==> src/rtl/power_monitor_seq_if.sv <==
// Signal bundle between the power monitor sequencer and its start control,
// supply comparator mux and power switch.
interface power_monitor_seq_if #(
    parameter int NUM_CH = 7,
    parameter int SEL_W  = 3
);
    logic              start;
    logic              data;
    logic [NUM_CH-1:0] enable_mask;
    logic              kill_sw;
    logic [SEL_W-1:0]  sel;
    logic              fault;
    logic [SEL_W-1:0]  fault_ch;
    logic              sample_valid;
    logic              sample_bad;
    logic              scan_done;

    modport master (
        output start, data, enable_mask,
        input  kill_sw, sel, fault, fault_ch, sample_valid, sample_bad, scan_done
    );

    modport slave (
        input  start, data, enable_mask,
        output kill_sw, sel, fault, fault_ch, sample_valid, sample_bad, scan_done
    );
endinterface

==> src/rtl/power_monitor_seq.sv <==
// Multi-channel supply monitor: scans comparator channels through an external
// mux, arms the power switch after one clean scan, trips on persistent faults.
module power_monitor_seq #(
    parameter int              NUM_CH         = 7,
    parameter int              SEL_W          = 3,
    parameter int              DWELL_CYCLES   = 1024,
    parameter logic [NUM_CH-1:0] EXPECT_MASK  = 7'b1010101,
    parameter int              FAULT_LIMIT    = 2,
    parameter int              HOLDOFF_CYCLES = 50000
) (
    input logic                clk,
    input logic                reset,
    power_monitor_seq_if.slave bus
);
    localparam int SEL_N = 1 << SEL_W;
    localparam int DW_W  = $clog2(DWELL_CYCLES);
    localparam int CNT_W = $clog2(FAULT_LIMIT + 1);
    localparam int HO_W  = $clog2(HOLDOFF_CYCLES + 1);

    localparam logic [DW_W-1:0]  DWELL_LAST = DW_W'(DWELL_CYCLES - 1);
    localparam logic [HO_W-1:0]  HOLD_LAST  = HO_W'(HOLDOFF_CYCLES - 1);
    localparam logic [CNT_W-1:0] CNT_LIMIT  = CNT_W'(FAULT_LIMIT);
    localparam logic [SEL_W-1:0] SEL_LAST   = SEL_W'(NUM_CH - 1);
    localparam logic [SEL_N-1:0] EXP_EXT    = SEL_N'(EXPECT_MASK);

    typedef enum logic [1:0] {IDLE, ARMING, RUN, TRIPPED} state_t;

    state_t           state, state_n;
    logic [DW_W-1:0]  dwell, dwell_n;
    logic [HO_W-1:0]  hold, hold_n;
    logic [CNT_W-1:0] bad_cnt   [SEL_N];
    logic [CNT_W-1:0] bad_cnt_n [SEL_N];
    logic [CNT_W-1:0] cnt_new;
    logic [SEL_W-1:0] sel_q, sel_n, fault_ch_q, fault_ch_n;
    logic             kill_q, kill_n, fault_q, fault_n;
    logic             sv_q, sv_n, sb_q, sb_n, sd_q, sd_n;
    logic             trip, clear_cnt;

    logic [SEL_N-1:0] en_ext;
    logic             sample, last_ch, bad;

    // Index-width-matched views so any legal NUM_CH/SEL_W pairing selects cleanly.
    assign en_ext  = SEL_N'(bus.enable_mask);
    assign sample  = (dwell == DWELL_LAST);
    assign last_ch = (sel_q == SEL_LAST);
    assign bad     = en_ext[sel_q] & (bus.data != EXP_EXT[sel_q]);

    assign bus.kill_sw      = kill_q;
    assign bus.sel          = sel_q;
    assign bus.fault        = fault_q;
    assign bus.fault_ch     = fault_ch_q;
    assign bus.sample_valid = sv_q;
    assign bus.sample_bad   = sb_q;
    assign bus.scan_done    = sd_q;

    always_ff @(posedge clk) begin
        if (reset) begin
            state      <= IDLE;
            dwell      <= '0;
            hold       <= '0;
            sel_q      <= '0;
            kill_q     <= 1'b0;
            fault_q    <= 1'b0;
            fault_ch_q <= '0;
            sv_q       <= 1'b0;
            sb_q       <= 1'b0;
            sd_q       <= 1'b0;
            for (int unsigned i = 0; i < SEL_N; i++) bad_cnt[i] <= '0;
        end else begin
            state      <= state_n;
            dwell      <= dwell_n;
            hold       <= hold_n;
            sel_q      <= sel_n;
            kill_q     <= kill_n;
            fault_q    <= fault_n;
            fault_ch_q <= fault_ch_n;
            sv_q       <= sv_n;
            sb_q       <= sb_n;
            sd_q       <= sd_n;
            bad_cnt    <= bad_cnt_n;
        end
    end

    always_comb begin
        state_n    = state;
        dwell_n    = dwell;
        hold_n     = hold;
        sel_n      = sel_q;
        kill_n     = kill_q;
        fault_n    = fault_q;
        fault_ch_n = fault_ch_q;
        sv_n       = 1'b0;
        sb_n       = 1'b0;
        sd_n       = 1'b0;
        bad_cnt_n  = bad_cnt;
        cnt_new    = bad_cnt[sel_q];
        trip       = 1'b0;
        clear_cnt  = 1'b0;

        case (state)
            IDLE: begin
                kill_n    = 1'b0;
                sel_n     = '0;
                dwell_n   = '0;
                clear_cnt = 1'b1;
                if (bus.start) begin
                    state_n    = ARMING;
                    fault_n    = 1'b0;
                    fault_ch_n = '0;
                end
            end
            ARMING, RUN: begin
                if (sample) begin
                    dwell_n = '0;
                    sel_n   = last_ch ? '0 : sel_q + 1'b1;
                    sv_n    = 1'b1;
                    sb_n    = bad;
                    sd_n    = last_ch;
                    if (state == ARMING) begin
                        trip = bad;
                    end else begin
                        if (!bad)
                            cnt_new = '0;
                        else if (cnt_new != CNT_LIMIT)
                            cnt_new = cnt_new + 1'b1;
                        bad_cnt_n[sel_q] = cnt_new;
                        trip = (cnt_new == CNT_LIMIT);
                    end
                end else begin
                    dwell_n = dwell + 1'b1;
                end

                // Trip outranks start falling; start falling outranks arming completion.
                if (trip) begin
                    state_n    = TRIPPED;
                    kill_n     = 1'b0;
                    fault_n    = 1'b1;
                    fault_ch_n = sel_q;
                    hold_n     = '0;
                end else if (!bus.start) begin
                    state_n   = IDLE;
                    kill_n    = 1'b0;
                    sel_n     = '0;
                    dwell_n   = '0;
                    clear_cnt = 1'b1;
                end else if (state == ARMING && sample && last_ch) begin
                    state_n = RUN;
                    kill_n  = 1'b1;
                end
            end
            TRIPPED: begin
                kill_n = 1'b0;
                if (hold != HOLD_LAST) begin
                    hold_n = hold + 1'b1;
                end else if (!bus.start) begin
                    state_n = IDLE;
                    sel_n   = '0;
                    dwell_n = '0;
                end
            end
            default: state_n = IDLE;
        endcase

        if (clear_cnt)
            for (int unsigned i = 0; i < SEL_N; i++) bad_cnt_n[i] = '0;
    end
endmodule

==> src/flat_wrapper.sv <==
// flat-port wrapper written by rule: the top's interface ports become plain ports
module power_monitor_seq_flat 
#(
    parameter int              NUM_CH         = 7,
    parameter int              SEL_W          = 3,
    parameter int              DWELL_CYCLES   = 1024,
    parameter logic [NUM_CH-1:0] EXPECT_MASK  = 7'b1010101,
    parameter int              FAULT_LIMIT    = 2,
    parameter int              HOLDOFF_CYCLES = 50000
)
  (clk, reset, bus_start, bus_data, bus_enable_mask, bus_kill_sw, bus_sel, bus_fault, bus_fault_ch, bus_sample_valid, bus_sample_bad, bus_scan_done);
  power_monitor_seq_if #(.NUM_CH(NUM_CH), .SEL_W(SEL_W)) bus_i ();
  input logic clk;
  input logic reset;
  input wire logic [$bits(bus_i.start)-1:0] bus_start;
  input wire logic [$bits(bus_i.data)-1:0] bus_data;
  input wire logic [$bits(bus_i.enable_mask)-1:0] bus_enable_mask;
  output wire logic [$bits(bus_i.kill_sw)-1:0] bus_kill_sw;
  output wire logic [$bits(bus_i.sel)-1:0] bus_sel;
  output wire logic [$bits(bus_i.fault)-1:0] bus_fault;
  output wire logic [$bits(bus_i.fault_ch)-1:0] bus_fault_ch;
  output wire logic [$bits(bus_i.sample_valid)-1:0] bus_sample_valid;
  output wire logic [$bits(bus_i.sample_bad)-1:0] bus_sample_bad;
  output wire logic [$bits(bus_i.scan_done)-1:0] bus_scan_done;
  assign bus_i.start = bus_start;
  assign bus_i.data = bus_data;
  assign bus_i.enable_mask = bus_enable_mask;
  assign bus_kill_sw = bus_i.kill_sw;
  assign bus_sel = bus_i.sel;
  assign bus_fault = bus_i.fault;
  assign bus_fault_ch = bus_i.fault_ch;
  assign bus_sample_valid = bus_i.sample_valid;
  assign bus_sample_bad = bus_i.sample_bad;
  assign bus_scan_done = bus_i.scan_done;
  power_monitor_seq #(.NUM_CH(NUM_CH), .SEL_W(SEL_W), .DWELL_CYCLES(DWELL_CYCLES), .EXPECT_MASK(EXPECT_MASK), .FAULT_LIMIT(FAULT_LIMIT), .HOLDOFF_CYCLES(HOLDOFF_CYCLES)) u_core (.clk(clk), .reset(reset), .bus(bus_i));
endmodule
==> config.mk <==
export PLATFORM = sky130hd
export DESIGN_NAME = power_monitor_seq_flat
export DESIGN_NICKNAME = d
export VERILOG_FILES = /design/src/rtl/power_monitor_seq_if.sv /design/src/rtl/power_monitor_seq.sv /design/src/flat_wrapper.sv
export SDC_FILE = /design/constraint.sdc
export NUM_CORES = 1
export LEC_CHECK = 0
export CORE_MARGIN = 3
export CORE_UTILIZATION = 40
export DETAILED_ROUTE_END_ITERATION = 10
export PLACE_DENSITY = 0.55
export SLEW_MARGIN = 0
export SYNTH_ARGS = -nofsm -noshare
export SYNTH_HDL_FRONTEND = slang
export SYNTH_SLANG_ARGS = --single-unit
==> constraint.sdc <==
create_clock -name clk -period 3.8 [get_ports clk]
set_input_delay 0.57 -clock clk [delete_from_list [all_inputs] [get_ports clk]]
set_output_delay 0.57 -clock clk [all_outputs]
set_load 0.01 [all_outputs]
After elaboration in Yosys (flattened, before gate mapping)
Memory sizes are Yosys's and may differ from the RTL's. A register that Yosys moved wholly into a read port is not among the register bits.
Cells that the tools add are included.
{"block": "word_totals", "in_bits": 11, "output_inout_bits": 11, "regBits": 55, "rom_bits": 8, "mem_count": 1, "wordCells": 118}
{"memory": "(name not given)", "words": 8, "word_bits": 1, "rd": 1, "rd_clocked_by_memory_dff": 1, "wr": 0, "line": "power_monitor_seq.sv:46", "source": "assign bad = en_ext[sel_q] & (bus.data != EXP_EXT[sel_q]);"}
{"block": "op_classes", "bitwise": 5, "n_reduce_logical": 16, "add_sub_neg": 4, "n_mux": 56, "n_eq_ne": 15, "magnitude_cmp": 3}
{"cell": "two-way mux 10 bit", "n": 5}
{"cell": "two-way mux 16 bit", "n": 2}
{"cell": "one-hot mux 16 bit (2 select lines)", "n": 1}
{"cell": "two-way mux 3 bit", "n": 10}
{"cell": "one-hot mux 10 bit (3 select lines)", "n": 1}
{"cell": "two-way mux 2 bit", "n": 14}
{"cell": "adder 16 x 1 -> 16 bit (second input constant)", "n": 1}
{"cell": "bitwise mux 16 bit", "n": 1}
{"cell": "inequality test 16 bit (second input constant)", "n": 1}
{"cell": "two-way mux 1 bit", "n": 13}
{"cell": "adder 10 x 1 -> 10 bit (second input constant)", "n": 1}
{"cell": "== test 10 bit (second input constant)", "n": 1}
{"cell": "one-hot mux 3 bit (3 select lines)", "n": 1}
{"cell": "AND reduction 3 bit", "n": 3}
{"cell": "inequality test 2 bit (second input constant)", "n": 4}
{"cell": "OR reduction 2 bit", "n": 4}
{"cell": "binary-select mux 2 bit (select 3 bit)", "n": 1}
{"cell": "demux 2 bit (select 3 bit)", "n": 1}
{"cell": "== test 2 bit (second input constant)", "n": 3}
{"cell": "one-hot mux 1 bit (2 select lines)", "n": 3}
{"cell": "one-hot mux 2 bit (3 select lines)", "n": 1}
{"cell": "one-hot mux 3 bit (2 select lines)", "n": 1}
{"cell": ">= comparator 4 bit (second input constant)", "n": 1}
{"cell": "less-than comparator 3 x 4 -> 1 bit (second input constant)", "n": 1}
{"cell": "other kinds (18)", "n": 24}

Logic depth before layout (Yosys ltp)
{"block": "depth", "depth_word": 18, "depth_mapped": 13, "ltp_nobuf": 10}

Worst setup path after synthesis
Ideal clock, no wire load.
{"block": "synth_timing", "path_kind": "register to register", "start": "register u_core.sel_q[0] (netlist: u_core.bus.sel[0])", "end": "register u_core.hold[15]", "path_slack_ns": 0.384, "stages_incl_launch_ff": 12, "required_ns": 3.725, "synth_period_minus_slack_ns": 3.416, "t_arrival_ns": 3.341, "setup_ns": 0.075, "n_path_buf": 2, "path_cell_list": "dfxtp_1 -> clkbuf_1 -> buf_1 -> mux4_2 -> o21a_1 -> ha_1 -> nor2b_1 -> o2111ai_4 -> or3_4 -> o22a_4 -> or4_1 -> o22ai_1"}
{"block": "synth_between", "elab_chain_cells": 16, "word_cells_on_any_way": 20, "classes_between": "add/sub: 1; eq/ne: 3; mux: 13; bitwise: 2; reduce/logical: 1"}
{"item": "from (decl)", "line": "power_monitor_seq.sv:34", "source": "logic [SEL_W-1:0] sel_q, sel_n, fault_ch_q, fault_ch_n;"}
{"item": "from (signal assigned)", "line": "power_monitor_seq.sv:73", "source": "sel_q <= sel_n;"}
{"item": "inverter 3 -> 4 bit (implied by the code)", "line": "power_monitor_seq.sv:96", "source": "cnt_new = bad_cnt[sel_q];"}
{"item": "binary-select mux 2 bit (select 3 bit)", "line": "power_monitor_seq.sv:96"}
{"item": "two-way mux 2 bit (implied by the code) (2 in a row)", "line": "power_monitor_seq.sv:96"}
{"item": "adder 2 x 1 -> 2 bit / inequality test 2 bit (equally long branches)", "line": "power_monitor_seq.sv:125, power_monitor_seq.sv:124"}
{"item": "two-way mux 2 bit", "line": "power_monitor_seq.sv:124", "source": "else if (cnt_new != CNT_LIMIT)"}
{"item": "two-way mux 2 bit", "line": "power_monitor_seq.sv:122", "source": "if (!bad)"}
{"item": "two-way mux 2 bit", "line": "power_monitor_seq.sv:119", "source": "if (state == ARMING) begin"}
{"item": "two-way mux 2 bit", "line": "power_monitor_seq.sv:113", "source": "if (sample) begin"}
{"item": "two-way mux 2 bit", "line": "power_monitor_seq.sv:100", "source": "case (state)"}
{"item": "== test 2 bit", "line": "power_monitor_seq.sv:127", "source": "trip = (cnt_new == CNT_LIMIT);"}
{"item": "two-way mux 1 bit *", "line": "power_monitor_seq.sv:119"}
{"item": "two-way mux 1 bit *", "line": "power_monitor_seq.sv:113"}
{"item": "two-way mux 1 bit *", "line": "power_monitor_seq.sv:100"}
{"item": "inequality test 2 x 1 -> 1 bit (no line) *"}
{"item": "AND reduction 3 bit (no line) *"}
{"item": "to (signal assigned)", "line": "power_monitor_seq.sv:72", "source": "hold <= hold_n;"}
{"item": "to (decl)", "line": "power_monitor_seq.sv:30", "source": "logic [HO_W-1:0] hold, hold_n;"}
Mark *: on every way between the ends. The rest lies on a longest branch, timed or not. The select of a mux whose other input is x is not followed.
A chain may end at the register's enable or synchronous reset.

Worst setup path in the final report
{"block": "layout_timing", "start": "register u_core.sel_q[1] (netlist: u_core.bus.sel[1])", "end": "register u_core.hold[15]"}
The elaborated chain is that of the path after synthesis.

==> results.sh <==
export IMPL_status="finished, final reports clean"
export IMPL_ctsHoldBuffers=0
export IMPL_critical_path_startpoint="u_core.bus.sel[1]$_SDFFE_PP0P_"
export IMPL_end_kind="register"
export IMPL_worst_setup_path_type="reg2reg"
export IMPL_synth_cells=362
export IMPL_r2r_start="u_core.bus.sel[1]$_SDFFE_PP0P_"
export IMPL_num_io_pins=22
export IMPL_synth_area_sq_mm=0.003059
export IMPL_synthTopCellsByArea="dfxtp_1 37%, nand2_1 4.4%, a21oi_1 4.1%"
export IMPL_cap_violations=0
export IMPL_fmax_mhz=299.1
export IMPL_h_tree_depth=2
export IMPL_initial_core_util_pct=41.73
export IMPL_ys_top_cells_by_count="56 x dfxtp_1, 36 x nand2_1, 26 x nor2_1, 25 x a21oi_1, 25 x o21ai_0"
export IMPL_syn_area_per_cell_sq_um=8.451
export IMPL_syn2layout_area_growth_pct=12.56
export IMPL_rows=31
export IMPL_cts_inserted_buffers=5
export IMPL_yosys_register_bits=56
export IMPL_synth_edf_count=0
export IMPL_clk_pin_slew_ps=100
export IMPL_final_setup_tns_ps=0
export IMPL_synth_top_cell_area_share_pct=36.65
export IMPL_track_usage_pct=17.54
export IMPL_dp_hpwl_mm=5.143
export IMPL_grt_setup_unrepaired="false"
export IMPL_routabilityCongestion=0.8333
export IMPL_post_dp_cell_area_sq_mm=0.003353
export IMPL_drive_above_1_share_pct=8.245
export IMPL_hp_class="reg2reg"
export IMPL_ys_warn_count=0
export IMPL_hold_path_startpoint="u_core.bad_cnt[7]$_SDFFE_PP0P_"
export IMPL_finalInstanceArea_sq_mm=0.003443
export IMPL_ys_types=63
export IMPL_grt_antenna_before_repair=0
export IMPL_synth_nets=381
export IMPL_portBuffers=21
export IMPL_core_sq_mm=0.007331
export IMPL_grt_overflow_total=0
export IMPL_cts_tree="done"
export IMPL_arrival_ps=3590
export IMPL_period_share_pct=88.00
export IMPL_post_drt_wl_per_cell_microns=15.45
export IMPL_diodes=0
export IMPL_ys_async_sr_fraction_pct=0
export IMPL_pwr_density_cell_mw_per_mm2=363.7
export IMPL_die_w_microns=93.45
export IMPL_grt_pass1_vias=2472
export IMPL_leakage_nw=1.040
export IMPL_worst_path_max_fanout=19
export IMPL_clkLatencyLatePin_ps=310
export IMPL_ir_drop_uv=153.3
export IMPL_fin_total_pwr_mw=1.252
export IMPL_vias=2727
export IMPL_dieArea_sq_mm=0.008733
export IMPL_cts_setup_buffers=0
export IMPL_drt_iter0_drc=189
export IMPL_grt_pass1_wl_mm=12.39
export IMPL_dieHeight_microns=93.45
export IMPL_routed_wl_mm=7.341
export IMPL_maxSlewHeadroom_pct=39.28
export IMPL_dr_pass1_iters=4
export IMPL_cts_root_buffer="clkbuf_8"
export IMPL_ant_nets=0
export IMPL_finalMaxSlewViolations=0
export IMPL_grt_max_degree=24
export IMPL_synth_flop_cell="dfxtp_1"
export IMPL_ctsLongestPathBuffers=2
export IMPL_cp_required_ps=4050
export IMPL_finalHoldViolations=0
export IMPL_synth_most_common_cell="dfxtp_1"
export IMPL_fin_nets=394
export IMPL_clock_skew_final_ps=8.691
export IMPL_via_per_inst=5.741
export IMPL_setup_viol_count_final=0
export IMPL_yosys_area_top_type="dfxtp_1"
export IMPL_cts_resized=0
export IMPL_cts_sinks=56
export IMPL_drt_drc_violations_left=0
export IMPL_setup_worst_path_start_class="register"
export IMPL_period_minus_slack_ps=3344
export IMPL_tightest_slew_ps=908.8
export IMPL_yosysSeqAreaShare_pct=36.65
-- report_power, final --
| group | total (mW) | internal (mW) | switching (mW) |
|---|---|---|---|
| logic | 0.303 | 0.109 | 0.194 |
| registers | 0.606 | 0.596 | 0.0108 |
| clock network | 0.343 | 0.149 | 0.193 |
-- area by class of cell --
type / count / area, sq um
Inverter: 12 / 45.04
Clock buffer: 8 / 90.09
Tap cell: 99 / 123.9
Sequential cell: 56 / 1121
Multi-Input combinational cell: 271 / 1793
Timing Repair Buffer: 29 / 270.3
Fill cell: 721 / 3887
-- critical path, cell delays in order (launching register included) --
cell and delay, ps:
dfxtp_1 610, mux2i_1 150, mux4_2 470, o21a_1 120, ha_1 280, nor2b_1 210, o2111ai_4 160, or3_4 370
o22a_4 270, or4_1 480, o22ai_1 150
-- state kept, by name (all words and copies together), names as in the netlist, 2 cells and up, named ones only --
signal	cells
u_core.bus.fault_ch	3
u_core.dwell	10
u_core.state	2
u_core.hold	16
u_core.bus.sel	3
u_core.bad_cnt	16
-- routing by layer --
metal | vias up | track usage, % | wire (microns)
li1 | 1363 | - | -
met1 | 1308 | 26.49 | 3920
met2 | 49 | 25.31 | 3088
met3 | 7 | 3.620 | 261
met4 | 0 | 4.151 | 70
met5 | - | 0 | 0
-- through the flow --
step | util, % | hold WS [ps] | instances | setup WS, ps
6_report | 46.97 | 481.4 | 475 | 456.1
3_3_place_gp | 45.74 | 466.5 | 467 | 560.3
4_1_cts | 46.97 | 480.6 | 475 | 442.5
2_1_floorplan | - | 446.3 | 362 | 384.3
5_1_grt | 46.97 | 501.5 | 475 | 181.8
3_5_place_dp | 45.74 | 467.2 | 467 | 460.9
-- cell usage in the layout (no fill, tap or decap), types with 7 or more instances in the layout --
cell and instances:
inv_1 12, nor3_1 8, nand4_1 8, nand2_1 36, ha_1 8, and2_1 7, mux2i_1 12, buf_4 8
dfxtp_1 56, or4_1 7, nand3_1 12, clkdlybuf4s50_1 21, nor2_1 26, o21ai_0 25, a21oi_1 25
-- kinds of logic (layout without fill, tap and decap cells) --
| group | Yosys count | count (layout) | synth area share [%] |
|---|---|---|---|
| simple gates | 151 | 151 | 27.20 |
| compound gates | 89 | 89 | 19.71 |
| flops | 56 | 56 | 36.65 |
| buf+inv | 35 | 49 | 4.744 |
| mux | 15 | 15 | 6.135 |
| fa+ha+maj | 8 | 8 | 3.272 |
| xor+xnor | 8 | 8 | 2.290 |
-- worst paths after layout --
| check | end | slack (ps) | cells past startpoint |
|---|---|---|---|
| worst max register to register | u_core.hold[15]$_SDFFE_PP0P_ | 460 | 10 |
| worst max-delay path | u_core.hold[15]$_SDFFE_PP0P_ | 460 | 10 |
| worst min-delay path | u_core.bad_cnt[7]$_SDFFE_PP0P_ | 480 | 2 |
| worst min register to register | u_core.bad_cnt[7]$_SDFFE_PP0P_ | 480 | 2 |
(Power assumes the default switching activity.)
